`src/rtl/stream_mux_pkg.sv`:
```
// rtl/stream_mux_pkg.sv - selection mode constants and width helper for the stream mux
package stream_mux_pkg;

  localparam logic MODE_FIXED = 1'b0;
  localparam logic MODE_RR    = 1'b1;

  // Fallback for flows without $clog2; returns at least 1 so index ports never collapse.
  function automatic int clog2(input int value);
    int result;
    result = 1;
    while ((1 << result) < value) begin
      result = result + 1;
    end
    return result;
  endfunction

endpackage

```
`src/rtl/stream_mux_rr_if.sv`:
```
// rtl/stream_mux_rr_if.sv - per-channel input streams and registered output stream
interface stream_mux_rr_if #(
  parameter int NUM_CH = 16,
  parameter int WIDTH  = 20
);
  localparam int ADDR_W = $clog2(NUM_CH);

  logic [NUM_CH*WIDTH-1:0] in_data;
  logic [NUM_CH-1:0]       in_valid;
  logic [NUM_CH-1:0]       in_ready;
  logic [WIDTH-1:0]        out_data;
  logic [ADDR_W-1:0]       out_ch;
  logic                    out_valid;
  logic                    out_ready;

  modport master (
    output in_data, in_valid, out_ready,
    input  in_ready, out_data, out_ch, out_valid
  );

  modport slave (
    input  in_data, in_valid, out_ready,
    output in_ready, out_data, out_ch, out_valid
  );

endinterface

```
`src/rtl/rr_arbiter.sv`:
```
// rtl/rr_arbiter.sv - combinational round-robin pick of the first requester after ptr
module rr_arbiter
  import stream_mux_pkg::*;
#(
  parameter  int NUM_CH = 16,
  localparam int ADDR_W = $clog2(NUM_CH)
) (
  input  logic [NUM_CH-1:0] req,
  input  logic [ADDR_W-1:0] ptr,
  output logic              grant_valid,
  output logic [ADDR_W-1:0] grant_idx
);

  int                sum;
  logic [ADDR_W-1:0] cand;

  always_comb begin
    grant_valid = 1'b0;
    grant_idx   = '0;
    sum         = 0;
    cand        = '0;
    // Walk from the farthest candidate back to ptr+1 so the nearest requester is assigned last.
    for (int i = NUM_CH; i >= 1; i--) begin
      sum = int'(ptr) + i;
      if (sum >= NUM_CH) begin
        sum = sum - NUM_CH;
      end
      cand = ADDR_W'(sum);
      if (req[cand]) begin
        grant_valid = 1'b1;
        grant_idx   = cand;
      end
    end
  end

endmodule

```
`src/rtl/stream_mux_rr.sv`:
```
// rtl/stream_mux_rr.sv - N-channel registered stream mux with fixed-address or round-robin select
module stream_mux_rr
  import stream_mux_pkg::*;
#(
  parameter  int NUM_CH = 16,
  parameter  int WIDTH  = 20,
  localparam int ADDR_W = $clog2(NUM_CH)
) (
  input  logic              clk,
  input  logic              rst_n,
  input  logic              mode,
  input  logic [ADDR_W-1:0] addr,
  stream_mux_rr_if.slave    bus
);

  logic [WIDTH-1:0]  ch_data [NUM_CH];
  logic [ADDR_W-1:0] rr_ptr;
  logic [ADDR_W-1:0] rr_idx;
  logic              rr_valid;
  logic [ADDR_W-1:0] grant_idx;
  logic              grant_ok;
  logic              load_en;
  logic              xfer;
  logic [NUM_CH-1:0] in_ready;
  logic [WIDTH-1:0]  out_data_q;
  logic [ADDR_W-1:0] out_ch_q;
  logic              out_valid_q;

  for (genvar k = 0; k < NUM_CH; k++) begin : g_unpack
    assign ch_data[k] = bus.in_data[k*WIDTH +: WIDTH];
  end

  rr_arbiter #(
    .NUM_CH (NUM_CH)
  ) u_arb (
    .req         (bus.in_valid),
    .ptr         (rr_ptr),
    .grant_valid (rr_valid),
    .grant_idx   (rr_idx)
  );

  // Fixed mode grants addr whether or not it is valid; out-of-range addr grants nothing.
  always_comb begin
    grant_idx = addr;
    grant_ok  = (int'(addr) < NUM_CH);
    if (mode == MODE_RR) begin
      grant_idx = rr_idx;
      grant_ok  = rr_valid;
    end
  end

  // No handshake is offered while reset is held.
  assign load_en = rst_n && (!out_valid_q || bus.out_ready);
  assign xfer    = grant_ok && load_en && bus.in_valid[grant_idx];

  always_comb begin
    in_ready = '0;
    if (grant_ok && load_en) begin
      in_ready[grant_idx] = 1'b1;
    end
  end

  always_ff @(posedge clk or negedge rst_n) begin
    if (!rst_n) begin
      out_valid_q <= 1'b0;
      out_data_q  <= '0;
      out_ch_q    <= '0;
      rr_ptr      <= ADDR_W'(NUM_CH - 1);
    end else if (load_en) begin
      if (xfer) begin
        out_data_q  <= ch_data[grant_idx];
        out_ch_q    <= grant_idx;
        out_valid_q <= 1'b1;
        if (mode == MODE_RR) begin
          rr_ptr <= grant_idx;
        end
      end else begin
        out_valid_q <= 1'b0;
      end
    end
  end

  assign bus.in_ready  = in_ready;
  assign bus.out_data  = out_data_q;
  assign bus.out_ch    = out_ch_q;
  assign bus.out_valid = out_valid_q;

endmodule

```
`src/flat_wrapper.sv`:
```
// flat-port wrapper written by rule: the top's interface ports become plain ports
module stream_mux_rr_flat import stream_mux_pkg::*;
#(
  parameter  int NUM_CH = 16,
  parameter  int WIDTH  = 20,
  localparam int ADDR_W = $clog2(NUM_CH)
)
  (clk, rst_n, mode, addr, bus_in_data, bus_in_valid, bus_out_ready, bus_in_ready, bus_out_data, bus_out_ch, bus_out_valid);
  stream_mux_rr_if #(.NUM_CH(NUM_CH), .WIDTH(WIDTH)) bus_i ();
  input  logic clk;
  input  logic rst_n;
  input  logic mode;
  input  logic [ADDR_W-1:0] addr;
  input wire logic [$bits(bus_i.in_data)-1:0] bus_in_data;
  input wire logic [$bits(bus_i.in_valid)-1:0] bus_in_valid;
  input wire logic [$bits(bus_i.out_ready)-1:0] bus_out_ready;
  output wire logic [$bits(bus_i.in_ready)-1:0] bus_in_ready;
  output wire logic [$bits(bus_i.out_data)-1:0] bus_out_data;
  output wire logic [$bits(bus_i.out_ch)-1:0] bus_out_ch;
  output wire logic [$bits(bus_i.out_valid)-1:0] bus_out_valid;
  assign bus_i.in_data = bus_in_data;
  assign bus_i.in_valid = bus_in_valid;
  assign bus_i.out_ready = bus_out_ready;
  assign bus_in_ready = bus_i.in_ready;
  assign bus_out_data = bus_i.out_data;
  assign bus_out_ch = bus_i.out_ch;
  assign bus_out_valid = bus_i.out_valid;
  stream_mux_rr #(.NUM_CH(NUM_CH), .WIDTH(WIDTH)) u_core (.clk(clk), .rst_n(rst_n), .mode(mode), .addr(addr), .bus(bus_i));
endmodule
```
`config.mk`:
```
export PLATFORM = sky130hd
export DESIGN_NAME = stream_mux_rr_flat
export DESIGN_NICKNAME = d
export VERILOG_FILES = /design/src/rtl/stream_mux_pkg.sv /design/src/rtl/stream_mux_rr_if.sv /design/src/rtl/rr_arbiter.sv /design/src/rtl/stream_mux_rr.sv /design/src/flat_wrapper.sv
export SDC_FILE = /design/constraint.sdc
export NUM_CORES = 1
export LEC_CHECK = 0
export CORE_AREA = 2 2 152 154
export DETAILED_ROUTE_END_ITERATION = 10
export DIE_AREA = 0 0 154 156
export GPL_TIMING_DRIVEN = 0
export HOLD_SLACK_MARGIN = 0.02
export SLEW_MARGIN = 30
export SYNTH_ARGS = -nofsm -noshare
export SYNTH_HDL_FRONTEND = slang
export SYNTH_SLANG_ARGS = --single-unit
```
`constraint.sdc`:
```
create_clock -name clk -period 8.2 [get_ports clk]
set_input_delay 1.64 -clock clk [delete_from_list [all_inputs] [get_ports clk]]
set_output_delay 1.64 -clock clk [all_outputs]
set_load 0.01 [all_outputs]
```
==> impl_metrics.tcl <==
set metrics [dict create \
    r2r_cells 18 \
    viasPerCell 5.80 \
    num_vias 7952 \
    nets 1431 \
    crit_required_ns 6.56 \
    postRouteAntennaNets 0 \
    finalClockSkew_ns 0.0105 \
    hold_ws_ns 0.484 \
    synth_fa_ha_area_frac 0.0136 \
    synthCells 688 \
    critPathTopFamily "buffers and inverters" \
    drive_above_1_share 0.155 \
    fmax_ghz 0.125 \
    crit_path_cell_trace "clkbuf_4, clkbuf_4, inv_1, ha_2, buf_4, mux4_2, mux2i_2, mux2i_1, a2111oi_2, a2111oi_0, and4bb_2, o21ai_4, buf_4, or3_1, nor2_1, clkdlybuf4s50_1" \
    ys_types 72 \
    setup_viol 0 \
    clk_pin_slew_worst_paths_ns 0.05 \
    worst-path-buf-inv 6 \
    yosysTopAreaCellShare 0.241 \
    die_h_um 156 \
    die_w_um 154 \
    cp_max_fo 19 \
    worst_pin_slew_ns 0.925 \
    syn-num-nets 1039 \
    routed_wl_um 39500 \
    post-place-ws_ns -0.451 \
    slew_viol_final 0 \
    swShare 0.545 \
    hold_viol 0 \
    startpoint "u_core.rr_ptr[1]$_DFFE_PN1P_" \
    hold_path.startpoint "u_core.bus.out_ch[0]$_DFFE_PN0P_" \
    cts-root-buf "clkbuf_16" \
    seqPwrFrac 0.049 \
    fin_crit_ns 7.98 \
    synth_area_leader_cell "mux2i_1" \
    internal_power_mw 2.69 \
    synth_mux_area_frac 0.486 \
    holdBufCountCts 0 \
    p_clk_frac 0.038 \
    cts.sinks 29 \
    endpoint_kind "output port" \
    dp_hpwl_um 32900 \
    dieArea_mm2 0.0240 \
    synth_edf_count 0 \
    pwr-share-comb 0.913 \
    worstReg2RegStart "u_core.rr_ptr[1]$_DFFE_PN1P_" \
    slew_headroom 0.383 \
    worst-path-stages 16 \
    ys.warnings.count 0 \
    synth_ff_type "dfrtp_1" \
    drtIter0Drc 598 \
    drc 0 \
    tritoncts "built" \
    arrival_ns 6.34 \
    p_per_area_mw_per_mm2 542 \
    grt_pass1_vias 7881 \
    status "complete, no violations" \
    grt_use_total 0.313 \
    start_util 0.288 \
    synthArstFlopShare 1.00 \
    core_mm2 0.0224 \
    worst_slack_ns 0.221 \
    area_delta_synth_final_pct 69.2 \
    place.gp.congestion 0.966 \
    synth_xor_area_frac 0.0202 \
    antenna_found_initial 8 \
    slowest_stage "mux4_2" \
    crit_path_max_incr_delay_ns 0.63 \
    critPathLaunchType "flop" \
    synth_compound_area_frac 0.176 \
    vdd_drop_max_mv 0.248 \
    leakagePower_nw 4.28 \
    ys_seq_area_frac 0.114 \
    synth.most_common_cell "mux2i_1" \
    power.switching_mw 3.22 \
    htreeDepth 2 \
    max_cap_viol_count 0 \
    cts_buffer_depth 2 \
    hp-class "flop to flop" \
    synth_top_family_by_area "multiplexers" \
    syn_area_mm2 0.00643 \
    hold_depth 1 \
    io_buffers 384 \
    grt_start_max_net_pins 26 \
    netlist_top_cells_area "mux2i_1 (24%), mux4_2 (16%), dfrtp_1 (9.7%)" \
    design_area_mm2 0.0109 \
    cts_inserted_buffers 5 \
    rows 55 \
    postPlaceCellArea_mm2 0.0107 \
    rsz0062_at_grt "no" \
    ios 385 \
    synth-simple-area-share 0.144 \
    grt-ovfl-total 0 \
    ys_seq_elements 29 \
    wl_per_cell_um 28.8 \
    path_class "flop to output port" \
    finalCritPeriodShare 0.973 \
    syn_avg_cell_area_um2 9.35 \
    synth_common_cells "mux2i_1 (155), o22ai_1 (66), mux4_2 (46), nand2_1 (46), nor2_1 (41)" \
    drt_pre_antenna_iters 5 \
    grt_first_pass_wirelength_um 54800 \
    insertion_delay_ns 0.29 \
]
==> cells in the final DEF (no fill, tap or decap), types with 8 or more instances in the layout <==
cell type / instances
clkdlybuf4s50_1: 383
mux2i_1: 154
o22ai_1: 66
mux4_2: 46
nand2_1: 46
nor2_1: 41
mux2_2: 38
dfrtp_1: 25
clkbuf_1: 20
or4b_2: 20
buf_2: 17
o21ai_0: 15
a21oi_1: 14
nand3_1: 11
nor2b_1: 10
mux2_1: 10
nor3_1: 9
xnor2_1: 8
==> cell type report <==
cell class              instances  area, um2
well taps                     285        357
inverters                       8       33.8
repair buffers                387       3870
diodes                          4       10.0
plain buffers                  52        277
flip-flops and latches         29        731
multi-input cells             597       5430
clock inverters                 1       30.0
clock buffers                   7        143
fillers                      2166      11500
==> registers in the layout (all words and copies together) (netlist names) <==
name	count
u_core.bus.out_data	20
u_core.bus.out_ch	4
u_core.bus.out_valid	1
u_core.rr_ptr	4
==> routing by layer <==
layer / vias to the layer above / wire, um / track usage
met3: 46 / 4610 / 0.0897
li1: 3564 / - / -
met1: 3792 / 16700 / 0.429
met4: 4 / 679 / 0.0587
met5: - / 22 / 0
met2: 546 / 17500 / 0.493
==> final timing paths <==
check / to / slack (ns)
max in group asynchronous: u_core.rr_ptr[1]$_DFFE_PN1P_ / 6.55
setup / recovery: bus_in_ready[12] / 0.22
setup reg to reg: u_core.bus.out_data[13]$_DFFE_PN0P_ / 0.73
min in group asynchronous: u_core.bus.out_data[17]$_DFFE_PN0P_ / 1.19
hold / removal: u_core.bus.out_ch[0]$_DFFE_PN0P_ / 0.48
hold reg to reg: u_core.bus.out_ch[0]$_DFFE_PN0P_ / 0.48
==> cell families (layout without fill, tap and decap cells) <==
family,count (synthesis),after routing
multiplexers,249,249
AND/OR/NAND/NOR,168,168
AO/OA/AOI/OAI,159,159
buffers and inverters,62,455
flip-flops,29,29
XOR/XNOR,14,14
adder cells (fa/ha/maj),7,7
other,0,4
==> power by group through the flow <==
| stage | sequential [mW] | combinational [mW] | clock [mW] |
|---|---|---|---|
| after floorplan | 0.301 | 3.52 | 0 |
| after global routing | 0.296 | 5.68 | 0.229 |
| final | 0.289 | 5.39 | 0.224 |
| after detailed placement | 0.285 | 5.26 | 0 |
| after global placement | 0.284 | 5.27 | 0 |
| after CTS | 0.284 | 5.26 | 0.224 |
==> through the flow <==
step	setup TNS [ns]	cells	utilization	power, mW
3_5_place_dp	-5.62	1358	0.477	5.54
3_3_place_gp	-8.49	1357	0.475	5.55
6_report	0	1370	0.487	5.91
2_1_floorplan	0	688	-	3.82
5_1_grt	0	1367	0.486	6.20
4_1_cts	0	1364	0.484	5.77
==> what timing repair did <==
action / in CTS / in global routing
setup buffers: 0 / 2
cloned: 0 / 0
resized for setup: 3 / 10
hold endpoints to repair: 0 / 0
setup endpoints to repair: 16 / 16
Note: power is estimated with default switching activity, not from simulation.
